`config.mk`:
```
export PLATFORM = sky130hd
export DESIGN_NAME = stage4_memory_access_flat
export DESIGN_NICKNAME = d
export VERILOG_FILES = /design/src/rtl/stage4_memory_access_pkg.sv /design/src/rtl/stage4_memory_access_if.sv /design/src/rtl/stage4_memory_access_store_lane_align.sv /design/src/rtl/stage4_memory_access.sv /design/src/flat_wrapper.sv
export SDC_FILE = /design/constraint.sdc
export NUM_CORES = 1
export LEC_CHECK = 0
export CORE_ASPECT_RATIO = 0.5
export CORE_MARGIN = 2
export CORE_UTILIZATION = 51
export DETAILED_ROUTE_END_ITERATION = 10
export GPL_ROUTABILITY_DRIVEN = 0
export PLACE_DENSITY_LB_ADDON = 0.1
export SLEW_MARGIN = 25
export SYNTH_ARGS = -nofsm -noshare
export SYNTH_HDL_FRONTEND = slang
export SYNTH_SLANG_ARGS = --single-unit
```
`constraint.sdc`:
```
create_clock -name clk -period 3.38 [get_ports clk]
set_clock_uncertainty 0.1 [all_clocks]
set_input_delay 0.338 -clock clk [delete_from_list [all_inputs] [get_ports clk]]
set_output_delay 0.338 -clock clk [all_outputs]
set_load 0.005 [all_outputs]
```
`src/rtl/stage4_memory_access_pkg.sv`:
```
// Shared definitions for the memory-access stage: data/tag types, funct3 encodings, FSM states.
// Latency: none (types, constants and a pure helper function only).
// Backpressure: not applicable.
package stage4_memory_access_pkg;

  typedef logic [31:0] word_t;
  typedef logic [4:0]  tag_t;

  // funct3 encodings for loads/stores; bits [1:0] give the access size
  localparam logic [2:0] MT_B  = 3'b000;
  localparam logic [2:0] MT_H  = 3'b001;
  localparam logic [2:0] MT_W  = 3'b010;
  localparam logic [2:0] MT_BU = 3'b100;
  localparam logic [2:0] MT_HU = 3'b101;

  typedef enum logic [1:0] {
    IDLE   = 2'd0,
    ACCESS = 2'd1,
    HOLD   = 2'd2
  } state_t;

  // Halfword needs addr[0]==0, word needs addr[1:0]==0; bytes are always aligned
  function automatic logic is_misaligned(input logic [1:0] size, input logic [1:0] addr_lo);
    logic bad;
    bad = 1'b0;
    if (size == MT_H[1:0]) bad = addr_lo[0];
    else if (size == MT_W[1:0]) bad = (addr_lo != 2'b00);
    return bad;
  endfunction

endpackage

```
`src/rtl/stage4_memory_access_if.sv`:
```
// Memory-side request/ack bus between the memory-access stage and the data memory.
// Latency: none (wires only).
// Backpressure: the stage holds a request stable until the memory raises mem_ack.
interface stage4_memory_access_if;
  import stage4_memory_access_pkg::*;

  logic       mem_req;
  logic       mem_we;
  word_t      mem_addr;
  word_t      mem_wdata;
  logic [3:0] mem_be;
  logic       mem_ack;

  modport master (output mem_req, mem_we, mem_addr, mem_wdata, mem_be, input mem_ack);
  modport slave  (input mem_req, mem_we, mem_addr, mem_wdata, mem_be, output mem_ack);

endinterface

```
`src/rtl/stage4_memory_access_store_lane_align.sv`:
```
// Byte-enable and write-data lane placement for byte/half/word accesses.
// Latency: purely combinational.
// Backpressure: none; follows its inputs.
module store_lane_align
  import stage4_memory_access_pkg::*;
(
  input  logic [1:0] size,
  input  logic [1:0] addr_lo,
  input  word_t      data,
  output logic [3:0] be,
  output word_t      wdata
);

  // Replicate the payload across every lane so the memory picks it up wherever be points
  always_comb begin
    be    = 4'b1111;
    wdata = data;
    if (size == MT_B[1:0]) begin
      be    = 4'b0001 << addr_lo;
      wdata = {4{data[7:0]}};
    end else if (size == MT_H[1:0]) begin
      be    = 4'b0011 << {addr_lo[1], 1'b0};
      wdata = {2{data[15:0]}};
    end
  end

endmodule

```
`src/rtl/stage4_memory_access.sv`:
```
// Pipeline stage 4: issues loads/stores to data memory and registers the result for stage 5.
// Latency: 1 cycle for non-memory ops; memory ops wait for mem_ack (or timeout after MAX_WAIT).
// Backpressure: in_ready only in IDLE with a free/draining output register; out_* hold until out_ready.
// Optional build macro: MISALIGN_TRAP_EN (trap misaligned H/W accesses instead of issuing them).
module stage4_memory_access
  import stage4_memory_access_pkg::*;
#(
  parameter int MAX_WAIT = 15
) (
  input  logic       clk,
  input  logic       rst_n,
  input  logic       in_valid,
  output logic       in_ready,
  input  word_t      alu_output,
  input  word_t      store_data,
  input  logic       is_load,
  input  logic       is_store,
  input  logic [2:0] mem_type,
  input  tag_t       rd,
  input  logic       register_writeback,
  input  logic       jump,
  input  word_t      jump_offset,
  stage4_memory_access_if.master mem,
  output logic       out_valid,
  input  logic       out_ready,
  output tag_t       out_rd,
  output logic       out_register_writeback,
  output logic       out_jump,
  output logic       out_do_load,
  output logic [2:0] out_load_type,
  output word_t      out_long_addr,
  output word_t      out_alu_output,
  output word_t      out_jump_offset,
  output logic       mem_timeout,
  output logic       misalign_trap
);

  localparam int CW = (MAX_WAIT < 2) ? 1 : $clog2(MAX_WAIT + 1);
  localparam logic [CW-1:0] LAST_WAIT = CW'(MAX_WAIT - 1);

  state_t        state, state_nxt;
  logic [CW-1:0] wait_cnt;

  // Operation captured at acceptance so the memory request stays stable
  word_t      lat_alu;
  word_t      lat_data;
  logic       lat_is_load;
  logic       lat_is_store;
  logic [2:0] lat_type;
  tag_t       lat_rd;
  logic       lat_rwb;
  logic       lat_jump;
  word_t      lat_joff;

  logic accept, mem_op, bad_align;
  logic start_access, load_direct, load_mem, timeout_hit, cnt_inc;

  assign in_ready = (state == IDLE) && (!out_valid || out_ready);
  assign accept   = in_valid && in_ready;
  assign mem_op   = is_load || is_store;

`ifdef MISALIGN_TRAP_EN
  assign bad_align = mem_op && is_misaligned(mem_type[1:0], alu_output[1:0]);
`else
  assign bad_align = 1'b0;
`endif

  // Memory request is driven from the latched op for the whole ACCESS state
  assign mem.mem_req  = (state == ACCESS);
  assign mem.mem_we   = (state == ACCESS) && lat_is_store;
  assign mem.mem_addr = {lat_alu[31:2], 2'b00};

  store_lane_align u_lane (
    .size    (lat_type[1:0]),
    .addr_lo (lat_alu[1:0]),
    .data    (lat_data),
    .be      (mem.mem_be),
    .wdata   (mem.mem_wdata)
  );

  // State register
  always_ff @(posedge clk or negedge rst_n) begin
    if (!rst_n) state <= IDLE;
    else        state <= state_nxt;
  end

  // Next-state and per-cycle control strobes; ack beats timeout in the same cycle
  always_comb begin
    state_nxt    = state;
    start_access = 1'b0;
    load_direct  = 1'b0;
    load_mem     = 1'b0;
    timeout_hit  = 1'b0;
    cnt_inc      = 1'b0;
    case (state)
      IDLE: begin
        if (accept) begin
          if (mem_op && !bad_align) begin
            state_nxt    = ACCESS;
            start_access = 1'b1;
          end else begin
            load_direct = 1'b1;
          end
        end
      end
      ACCESS: begin
        if (mem.mem_ack) begin
          load_mem  = 1'b1;
          state_nxt = out_ready ? IDLE : HOLD;
        end else begin
          cnt_inc = 1'b1;
          if (wait_cnt == LAST_WAIT) begin
            timeout_hit = 1'b1;
            load_mem    = 1'b1;
            state_nxt   = out_ready ? IDLE : HOLD;
          end
        end
      end
      HOLD: begin
        if (out_valid && out_ready) state_nxt = IDLE;
      end
      default: state_nxt = IDLE;
    endcase
  end

  // Wait counter: cleared on ACCESS entry, counts ACCESS cycles without ack
  always_ff @(posedge clk or negedge rst_n) begin
    if (!rst_n)            wait_cnt <= '0;
    else if (start_access) wait_cnt <= '0;
    else if (cnt_inc)      wait_cnt <= wait_cnt + 1'b1;
  end

  // Capture the accepted memory op
  always_ff @(posedge clk or negedge rst_n) begin
    if (!rst_n) begin
      lat_alu      <= '0;
      lat_data     <= '0;
      lat_is_load  <= 1'b0;
      lat_is_store <= 1'b0;
      lat_type     <= '0;
      lat_rd       <= '0;
      lat_rwb      <= 1'b0;
      lat_jump     <= 1'b0;
      lat_joff     <= '0;
    end else if (start_access) begin
      lat_alu      <= alu_output;
      lat_data     <= store_data;
      lat_is_load  <= is_load && !is_store;
      lat_is_store <= is_store;
      lat_type     <= mem_type;
      lat_rd       <= rd;
      lat_rwb      <= register_writeback;
      lat_jump     <= jump;
      lat_joff     <= jump_offset;
    end
  end

  // Output register to stage 5; only reloaded when empty or being drained
  always_ff @(posedge clk or negedge rst_n) begin
    if (!rst_n) begin
      out_valid              <= 1'b0;
      out_rd                 <= '0;
      out_register_writeback <= 1'b0;
      out_jump               <= 1'b0;
      out_do_load            <= 1'b0;
      out_load_type          <= '0;
      out_long_addr          <= '0;
      out_alu_output         <= '0;
      out_jump_offset        <= '0;
    end else if (load_direct) begin
      out_valid              <= 1'b1;
      out_rd                 <= rd;
      out_register_writeback <= register_writeback && !bad_align;
      out_jump               <= jump;
      out_do_load            <= 1'b0;
      out_load_type          <= mem_type;
      out_long_addr          <= alu_output;
      out_alu_output         <= alu_output;
      out_jump_offset        <= jump_offset;
    end else if (load_mem) begin
      out_valid              <= 1'b1;
      out_rd                 <= lat_rd;
      out_register_writeback <= lat_rwb && !timeout_hit;
      out_jump               <= lat_jump;
      out_do_load            <= lat_is_load && !timeout_hit;
      out_load_type          <= lat_type;
      out_long_addr          <= lat_alu;
      out_alu_output         <= lat_alu;
      out_jump_offset        <= lat_joff;
    end else if (out_valid && out_ready) begin
      out_valid <= 1'b0;
    end
  end

  // Sticky timeout flag, cleared only by reset
  always_ff @(posedge clk or negedge rst_n) begin
    if (!rst_n)           mem_timeout <= 1'b0;
    else if (timeout_hit) mem_timeout <= 1'b1;
  end

`ifdef MISALIGN_TRAP_EN
  // One-cycle trap pulse coinciding with the emitted trapped op
  always_ff @(posedge clk or negedge rst_n) begin
    if (!rst_n) misalign_trap <= 1'b0;
    else        misalign_trap <= load_direct && bad_align;
  end
`else
  assign misalign_trap = 1'b0;
`endif

endmodule
```
`src/flat_wrapper.sv`:
```
// flat-port wrapper written by rule: the top's interface ports become plain ports
module stage4_memory_access_flat import stage4_memory_access_pkg::*;
#(
  parameter int MAX_WAIT = 15
)
  (clk, rst_n, in_valid, in_ready, alu_output, store_data, is_load, is_store, mem_type, rd, register_writeback, jump, jump_offset, out_valid, out_ready, out_rd, out_register_writeback, out_jump, out_do_load, out_load_type, out_long_addr, out_alu_output, out_jump_offset, mem_timeout, misalign_trap, mem_mem_req, mem_mem_we, mem_mem_addr, mem_mem_wdata, mem_mem_be, mem_mem_ack);
  stage4_memory_access_if mem_i ();
  input  logic clk;
  input  logic rst_n;
  input  logic in_valid;
  output logic in_ready;
  input  word_t alu_output;
  input  word_t store_data;
  input  logic is_load;
  input  logic is_store;
  input  logic [2:0] mem_type;
  input  tag_t rd;
  input  logic register_writeback;
  input  logic jump;
  input  word_t jump_offset;
  output logic out_valid;
  input  logic out_ready;
  output tag_t out_rd;
  output logic out_register_writeback;
  output logic out_jump;
  output logic out_do_load;
  output logic [2:0] out_load_type;
  output word_t out_long_addr;
  output word_t out_alu_output;
  output word_t out_jump_offset;
  output logic mem_timeout;
  output logic misalign_trap;
  output wire logic [$bits(mem_i.mem_req)-1:0] mem_mem_req;
  output wire logic [$bits(mem_i.mem_we)-1:0] mem_mem_we;
  output wire logic [$bits(mem_i.mem_addr)-1:0] mem_mem_addr;
  output wire logic [$bits(mem_i.mem_wdata)-1:0] mem_mem_wdata;
  output wire logic [$bits(mem_i.mem_be)-1:0] mem_mem_be;
  input wire logic [$bits(mem_i.mem_ack)-1:0] mem_mem_ack;
  assign mem_mem_req = mem_i.mem_req;
  assign mem_mem_we = mem_i.mem_we;
  assign mem_mem_addr = mem_i.mem_addr;
  assign mem_mem_wdata = mem_i.mem_wdata;
  assign mem_mem_be = mem_i.mem_be;
  assign mem_i.mem_ack = mem_mem_ack;
  stage4_memory_access #(.MAX_WAIT(MAX_WAIT)) u_core (.clk(clk), .rst_n(rst_n), .in_valid(in_valid), .in_ready(in_ready), .alu_output(alu_output), .store_data(store_data), .is_load(is_load), .is_store(is_store), .mem_type(mem_type), .rd(rd), .register_writeback(register_writeback), .jump(jump), .jump_offset(jump_offset), .mem(mem_i), .out_valid(out_valid), .out_ready(out_ready), .out_rd(out_rd), .out_register_writeback(out_register_writeback), .out_jump(out_jump), .out_do_load(out_do_load), .out_load_type(out_load_type), .out_long_addr(out_long_addr), .out_alu_output(out_alu_output), .out_jump_offset(out_jump_offset), .mem_timeout(mem_timeout), .misalign_trap(misalign_trap));
endmodule
```
==> run metrics <==
CP Launch Type=flop; number of enable flip-flop cells after synthesis=0; PwrDens=366 mW/mm^2; Slew @ Worst Pin=0.982 ns; # setup viols final=0; placed wire-length estimate=17.1 mm; most common cell in the synthesized netlist=dfrtp_1; initial antenna violation count=0; main flop type after synthesis=dfrtp_1; status=finished clean; post-detailed-route wirelength per cell=20.8 um; core area=0.0176 mm^2; number of synthesized register bits=191; CTS clk-pin slew, worst paths=0.07 ns; placed cells=1234; hold crit path type=flop to flop; Die ar.=0.0194 mm^2; Seq/Total Area, Yosys=51.5%; R2R setup slack=0.82 ns; setup TNS=0 ns; RSZ-0062 raised after global routing=false; post-cts resize count=0; Final min period=2.89 ns; share of the synthesized area in the top cell type=51.5%; Fillers=1284; clock tree from TritonCTS=yes; Max-slew headroom=34.6%; synth-to-layout area growth=34.5%; cell area after layout=0.0125 mm^2; Setup crit start=u_core.lat_type[0]; DR WL met2=12.4 mm; IO Pins=294; largest area contributor in the netlist=dfrtp_1; antenna violation net count after detailed routing=0; vias after detailed routing=7428; fin cells=1267; Longest Clk Path Bufs=2; number of CTS-inserted buffers=17; Final Hold Fails=0; Hold EP=u_core.mem_timeout; Reg2Reg Depth=6; Min Hold Slack=0.383 ns; drt pass-1 iters=5; first-pass GRT wire length=41.5 mm; hold path depth=1; Nets=1135; PortBufs=290; worst r2r dst=u_core.out_long_addr[25]; Commonest cells post-synth=dfrtp_1 (191), mux2_2 (122), inv_1 (80); WL met1=11.4 mm; gr usage total=27.4%; Synth cell types=40; largest net degree at the start of global routing=96; Setup Buffers After CTS=0; clk sinks=191; Worst EP arrival=2.45 ns; htree depth=4; crit share post-route=85.5%; ANT cells=0; Max Fclk=346 MHz; Placed Area=0.0119 mm^2; Ys Warns=0; Die W=195 um; reg2reg start=u_core.wait_cnt[0]; DR iter-0 viols=483; worst-skew pair later-pin latency=0.43 ns; metal3 WL=2.10 mm; CP max FO=13; Req. time, crit path=2.94 ns; vias in the first global route=7389; highest routed metal layer=met4; DRC Markers=0; layout cells sized above 1=17.7%; Async SR Flop Fraction=100%; Syn Area/Cell=11.1 um^2; Routed Wire Length=26.4 mm; max-cap viol count=0; Initial Util=52.7%; DR vias/cell=5.86; Overflow after GRT=0; post-cts hold buffer count=1; CTS root buf=clkbuf_16; row cnt=34; Synth Instances=837; mapped cell area=0.00928 mm^2; Slew Viols, Final=0; die height=99.4 um; Crit. End Element=primary output; top cells by area, synth=dfrtp_1 (52%), mux2_2 (15%), o311ai_0 (6.3%), buf_4 (6.1%), nand4_1 (5.0%); CP Class=flop to primary output; maximum VDD drop=0.341 mV; leak pwr=0.00562 uW; Hold Path Origin=u_core.mem_timeout
-- how the worst max path moves through the flow --
stage | to | depth (start not counted)
after floorplan | in_ready | 4
after global placement | u_core.lat_alu[8] | 4
after detailed placement | u_core.lat_joff[8] | 4
after CTS | mem_mem_wdata[15] | 4
after global routing | mem_mem_wdata[15] | 4
final | mem_mem_wdata[15] | 4
-- state kept, by name, summed over array words and instances (netlist names), 2 cells and up --
name / cells
u_core.out_long_addr: 32
u_core.out_jump_offset: 32
u_core.out_load_type: 3
u_core.state: 2
u_core.lat_rd: 5
u_core.out_rd: 5
u_core.wait_cnt: 4
u_core.lat_type: 3
u_core.lat_data: 32
u_core.lat_joff: 32
u_core.lat_alu: 32
-- kinds of logic (layout without fill, tap and decap cells) --
group,Yosys count,after routing,share of synthesized area (%)
adder cells (fa/ha/maj),2,2,0.270
buffers and inverters,228,422,12.5
XOR/XNOR,1,1,0.0944
flip-flops,191,191,51.5
AO/OA/AOI/OAI,102,102,8.93
multiplexers,130,130,15.7
other,1,3,0.0404
AND/OR/NAND/NOR,182,182,11.0
-- per-layer routing --
layer | up-vias | global-route usage [%]
li1 | 3326 | -
met1 | 3756 | 37.7
met2 | 309 | 43.0
met3 | 37 | 7.80
met4 | 0 | 7.69
met5 | - | 0
-- critical path, stage by stage, from the launching register on --
cell	delay, ns
dfrtp_1	0.36
buf_4	0.20
nor2_1	0.57
mux2_2	0.44
clkdlybuf4s50_1	0.46
-- cell usage in the layout, fill, tap and decap left out, drive strengths merged, types with 12 or more instances in the layout --
| cell | n |
|---|---|
| mux2 | 122 |
| dfrtp | 191 |
| clkbuf | 19 |
| nand4 | 74 |
| nand3 | 78 |
| buf | 19 |
| o311ai | 73 |
| o21ai | 12 |
| inv | 85 |
| clkdlybuf4s50 | 289 |
-- per-stage QoR --
stage	total power (uW)	utilization, %	worst slack [ns]
6_report	4570	70.8	0.491
2_1_floorplan	2360	-	1.58
4_1_cts	4600	70.8	0.407
5_1_grt	4720	70.8	0.325
3_5_place_dp	2570	67.4	0.726
3_3_place_gp	2570	67.4	0.721
-- cell type report --
| cell class | instances | area, um^2 | area share (%) |
|---|---|---|---|
| clock buffer | 18 | 439 | 3.52 |
| clock inverter | 14 | 154 | 1.23 |
| sequential | 191 | 4780 | 38.3 |
| inverter | 80 | 300 | 2.41 |
| multi-input combinational | 420 | 3400 | 27.3 |
| tap | 234 | 293 | 2.35 |
| timing repair buffer | 310 | 3110 | 24.9 |
-- power breakdown --
group / internal (uW) / leakage [uW] / switching (uW)
combinational: 127 / 0.00306 / 113
sequential: 2280 / 0.00227 / 0
clock: 1120 / 0.000284 / 921
Note: power is estimated with default switching activity, not from simulation.
